**src/rtl/morse_collect_symbols.sv**
```systemverilog
// Times marks/spaces on ce ticks, packs dit/dah symbols per character and strobes
// valid on character and word gaps. Define MORSE_LONG_MARK_ERR_EN to flag overlong marks.
module morse_collect_symbols #(
  parameter int DAH_TICKS      = 3,
  parameter int CHAR_GAP_TICKS = 3,
  parameter int WORD_GAP_TICKS = 7,
  parameter int MAX_MARK_TICKS = 15,
  parameter int CNT_W          = 8,
  parameter int MAX_MORSE_LEN  = 5,
  parameter int MORSE_LEN_W    = $clog2(MAX_MORSE_LEN + 1)
) (
  input  logic                     clk,
  input  logic                     aclr_n,
  input  logic                     ce,
  input  logic                     key,
  output logic                     valid,
  output logic [MAX_MORSE_LEN-1:0] dits_dahs,
  output logic [MORSE_LEN_W-1:0]   len,
  output logic                     word_end,
  output logic                     error
);

  typedef enum logic [1:0] {IDLE, MARK, SPACE, WAIT_WORD} state_t;

  state_t                   state_q, state_d;
  logic [CNT_W-1:0]         cnt_q, cnt_d, cnt_inc;
  logic [MAX_MORSE_LEN-1:0] sh_q, sh_d, dd_q, dd_d;
  logic [MORSE_LEN_W-1:0]   n_q, n_d, len_q, len_d;
  logic                     err_q, err_d, valid_q, valid_d;
  logic                     we_q, we_d, error_q, error_d;
  logic                     sym;

  assign cnt_inc = (cnt_q == {CNT_W{1'b1}}) ? cnt_q : cnt_q + CNT_W'(1);
  assign sym     = (cnt_q >= CNT_W'(DAH_TICKS));

`ifndef MORSE_LONG_MARK_ERR_EN
  logic unused_max_mark;
  assign unused_max_mark = ^MAX_MARK_TICKS;
`endif

  always_comb begin
    state_d = state_q;
    cnt_d   = cnt_q;
    sh_d    = sh_q;
    n_d     = n_q;
    err_d   = err_q;
    valid_d = 1'b0;
    dd_d    = dd_q;
    len_d   = len_q;
    we_d    = we_q;
    error_d = error_q;
    if (ce) begin
      case (state_q)
        IDLE: begin
          if (key) begin
            state_d = MARK;
            cnt_d   = CNT_W'(1);
          end else begin
            cnt_d = cnt_inc;
          end
        end
        MARK: begin
          if (key) begin
            cnt_d = cnt_inc;
`ifdef MORSE_LONG_MARK_ERR_EN
            if (cnt_inc >= CNT_W'(MAX_MARK_TICKS)) err_d = 1'b1;
`endif
          end else begin
            // Symbols beyond capacity are dropped but poison the character.
            if (n_q < MORSE_LEN_W'(MAX_MORSE_LEN)) begin
              sh_d = (sh_q << 1) | MAX_MORSE_LEN'(sym);
              n_d  = n_q + MORSE_LEN_W'(1);
            end else begin
              err_d = 1'b1;
            end
            cnt_d   = CNT_W'(1);
            state_d = SPACE;
          end
        end
        SPACE: begin
          if (key) begin
            state_d = MARK;
            cnt_d   = CNT_W'(1);
          end else begin
            cnt_d = cnt_inc;
            if (cnt_inc == CNT_W'(CHAR_GAP_TICKS)) begin
              dd_d    = sh_q;
              len_d   = n_q;
              error_d = err_q;
              we_d    = 1'b0;
              valid_d = 1'b1;
              sh_d    = '0;
              n_d     = '0;
              err_d   = 1'b0;
              state_d = WAIT_WORD;
            end
          end
        end
        WAIT_WORD: begin
          if (key) begin
            state_d = MARK;
            cnt_d   = CNT_W'(1);
          end else begin
            cnt_d = cnt_inc;
            if (cnt_inc == CNT_W'(WORD_GAP_TICKS)) begin
              we_d    = 1'b1;
              valid_d = 1'b1;
              state_d = IDLE;
            end
          end
        end
        default: state_d = IDLE;
      endcase
    end
  end

  always_ff @(posedge clk or negedge aclr_n) begin
    if (!aclr_n) begin
      state_q <= IDLE;
      cnt_q   <= '0;
      sh_q    <= '0;
      n_q     <= '0;
      err_q   <= 1'b0;
      valid_q <= 1'b0;
      dd_q    <= '0;
      len_q   <= '0;
      we_q    <= 1'b0;
      error_q <= 1'b0;
    end else begin
      state_q <= state_d;
      cnt_q   <= cnt_d;
      sh_q    <= sh_d;
      n_q     <= n_d;
      err_q   <= err_d;
      valid_q <= valid_d;
      dd_q    <= dd_d;
      len_q   <= len_d;
      we_q    <= we_d;
      error_q <= error_d;
    end
  end

  assign valid     = valid_q;
  assign dits_dahs = dd_q;
  assign len       = len_q;
  assign word_end  = we_q;
  assign error     = error_q;

endmodule
```
**config.mk**
```make
export PLATFORM = sky130hd
export DESIGN_NAME = morse_collect_symbols
export DESIGN_NICKNAME = d
export VERILOG_FILES = /design/src/rtl/morse_collect_symbols.sv
export SDC_FILE = /design/constraint.sdc
export NUM_CORES = 1
export LEC_CHECK = 0
export ABC_CLOCK_PERIOD_IN_PS = 2400
export CAP_MARGIN = 20
export CORE_MARGIN = 5
export CORE_UTILIZATION = 51
export CTS_BUF_LIST = sky130_fd_sc_hd__clkbuf_8
export DETAILED_ROUTE_END_ITERATION = 8
export PLACE_DENSITY = 0.72
export RECOVER_POWER = 50
export SYNTH_ARGS = -nofsm -noshare
export SYNTH_HDL_FRONTEND = slang
export SYNTH_SLANG_ARGS = --single-unit
export TNS_END_PERCENT = 50
```
**constraint.sdc**
```tcl
create_clock -name clk -period 2.4 [get_ports clk]
set_input_delay 0.48 -clock clk [delete_from_list [all_inputs] [get_ports clk]]
set_output_delay 0.48 -clock clk [all_outputs]
set_load 0.005 [all_outputs]
```
==> results.md <==
- Worst path bufs/invs: 1
- Minimum clock period: 2.17 ns
- FFs w/ async S/R, synth: 100%
- Placer congestion estimate: 0.836
- WP data required: 2.56 ns
- Setup Buffers After CTS: 0
- Crit Path Max Fanout: 17
- Fin crit share: 90.4%
- I/O pins: 15
- Syn Area/Cell: 9.92 um2
- DRT Pass-1 Iters: 4
- Clock Sinks: 30
- Peak supply drop: 573 uV
- H-tree depth: 2
- Cell at the slowest stage of the critical path: or4_4
- Delay-heaviest family, CP: simple AND/OR/NAND/NOR gates
- CTS tree: yes
- Final setup viols: 0
- Layout cell share with drive strength beyond 1: 14.9%
- Leak: 0.790 nW
- Cell chain of the critical path: or4_4, nor4_4, and3_1, buf_12, mux2_2
- Synth warn: 0
- Worst path arrival time: 2.33 ns
- Fin. max-slew vios: 0
- Fillers: 268
- Hold_buf cts: 0
- PD cells: 1030 mW/mm2
- Largest net degree at the start of global routing: 31
- Clock Latency Late Sink: 0.28 ns
- Synth Register Bits: 30
- Max Root-Sink Buffers: 2
- Wire per inst: 14.2 um
- Hold slack final: 0.498 ns
- Synth Instances: 157
- CTS resizes: 0
- Initial DRC Count: 59
- HPWL after DPL: 2040 um
- Worst slack at placement: 0.217 ns
- Core ar.: 0.00300 mm2
- Clock root buffer: clkbuf_8
- Fin util: 60.5%
- Fin nets: 180
- RSZ-0062 raised after global routing: false
- Synthesized cell area: 0.00156 mm2
- Vias: 1204
- GR Overflow Total: 0
- Port bufs: 14
- Max-cap violations: 0
- Fmax: 461 MHz
- ANT nets after route: 0
- Antenna violations before repair: 0
- Tightest Hold Check Type: reg -> reg
- Commonest cells after routing, fill and taps aside: 30 x dfrtp_1, 21 x nand2_1, 13 x o21ai_0
- Area Growth Syn to Fin: 16.6%
- Clk_skew: 0.00467 ns
- N_diodes: 0
- Die Y: 65.3 um
- Syn_nets: 163
- Crit end category: flip-flop
- # rows: 20
- Worst Max-Slew Pin Slew: 0.728 ns
- Setup TNS: 0 ns
- DRC: 0
- Total Routing Usage GR: 15.8%
- Worst-path clk slew: 0.07 ns
- Startpoint Class: flip-flop
- First-pass GRT wire length: 5200 um
- DIE AREA: 0.00426 mm2
- Post-route worst setup slack: 0.231 ns
- Setup CP Type: reg -> reg
- Vias per cell: 5.79
- Final Hold Violating Endpoints: 0
- Max_slew headroom: 51.5%
- WL final: 2960 um
- Synth unique cells: 42
- Number of CTS-inserted buffers: 5
- Most used DFF post-synth: dfrtp_1
- Vias in the first global route: 1141
- CP max stage delay: 0.58 ns
- Die X: 65.3 um
- Status: complete, no violations
- Post-synth EDFFs: 0
- Initial core utilization: 51.9%
- Commonest non-fill, non-tap cell in the layout: dfrtp_1
- Seq/Total Area, Yosys: 48.2%
-- through the flow --
step	cell area [um2]	total power [mW]	std cells
floorplan	1560	1.21	157
global placement	1720	1.45	200
finish	1820	1.86	208
CTS	1820	1.90	208
detailed placement	1720	1.47	200
global route	1820	2.02	208
-- report_power, final --
part / internal, mW / total (mW) / switching, mW / leakage (nW)
Combinational: 0.338 / 0.654 / 0.316 / 0.350
Clock: 0.230 / 0.423 / 0.193 / 0.0472
Sequential: 0.655 / 0.786 / 0.131 / 0.393
Total: 1.22 / 1.86 / 0.640 / 0.790
-- flip-flops by register name, indices dropped and copies added, names as in the netlist --
| register | flops |
|---|---|
| cnt_q | 8 |
| dits_dahs | 5 |
| err_q | 1 |
| error | 1 |
| len | 3 |
| n_q | 3 |
| sh_q | 5 |
| state_q | 2 |
| valid | 1 |
| word_end | 1 |
-- per-layer routing --
layer | share of wire (%) | up-vias | GRT usage (%)
li1 | - | 591 | -
met1 | 47 | 577 | 19.0
met2 | 46 | 30 | 25.9
met3 | 4.6 | 6 | 4.79
met4 | 1.7 | 0 | 7.25
met5 | 0 | - | 0
-- final timing paths --
| check | start | endpoint | slack, ns | cells after the start |
|---|---|---|---|---|
| worst max register to register | cnt_q[5]$_DFFE_PN0P_ | len[2]$_DFFE_PN0P_ | 0.23 | 5 |
| max in group asynchronous | aclr_n | word_end$_DFFE_PN0P_ | 1.15 | 2 |
| worst min register to register | dits_dahs[3]$_DFFE_PN0P_ | dits_dahs[3]$_DFFE_PN0P_ | 0.50 | 1 |
| worst min-delay path | dits_dahs[3]$_DFFE_PN0P_ | dits_dahs[3]$_DFFE_PN0P_ | 0.50 | 1 |
| worst max-delay path | cnt_q[5]$_DFFE_PN0P_ | len[2]$_DFFE_PN0P_ | 0.23 | 5 |
| min in group asynchronous | aclr_n | n_q[0]$_DFFE_PN0P_ | 0.79 | 2 |
-- logic make-up (layout without fill, tap and decap cells) --
logic type                 Yosys count  count (layout)  share of synthesized area, %
xor gates and xnor gates             2               2                          1.12
muxes                               10              10                          7.63
AOI/OAI and AO/OA                   38              38                          15.0
adders and majority gates            2               2                          1.61
buffers and inverters               15              33                          5.62
DFF                                 30              30                          48.2
and+or+nand+nor                     60              60                          20.8
-- cells in the mapped netlist (all sizes together) (3+ instances only) --
library cell / n / area, um2
nand2: 21 / 78.8
and3: 4 / 25.0
clkbuf: 6 / 22.5
nand3: 7 / 35.0
dfrtp: 30 / 751
buf: 3 / 42.5
nor2b: 3 / 18.8
inv: 6 / 22.5
o21ai: 14 / 70.1
mux2: 9 / 109
nand2b: 3 / 18.8
nand3b: 3 / 22.5
a21oi: 10 / 50.1
nor2: 6 / 22.5
nor4: 4 / 40.0
-- cell type report --
type                       instances  area, um2  area share (%)
multi-input combinational        112        719            39.6
inverter                           6       22.5            1.24
timing repair buffer              19        188            10.3
sequential                        30        751            41.3
clock buffer                       6       82.6            4.55
clock inverter                     2       12.5           0.689
tap                               33       41.3            2.27
-- worst reg2reg max path, stage by stage, from the launching register on --
cell and delay (ns):
dfrtp_1 0.45, or4_4 0.58, nor4_4 0.27, and3_1 0.25
buf_12 0.16, mux2_2 0.34
No activity file was read; power rests on OpenSTA's default activity.
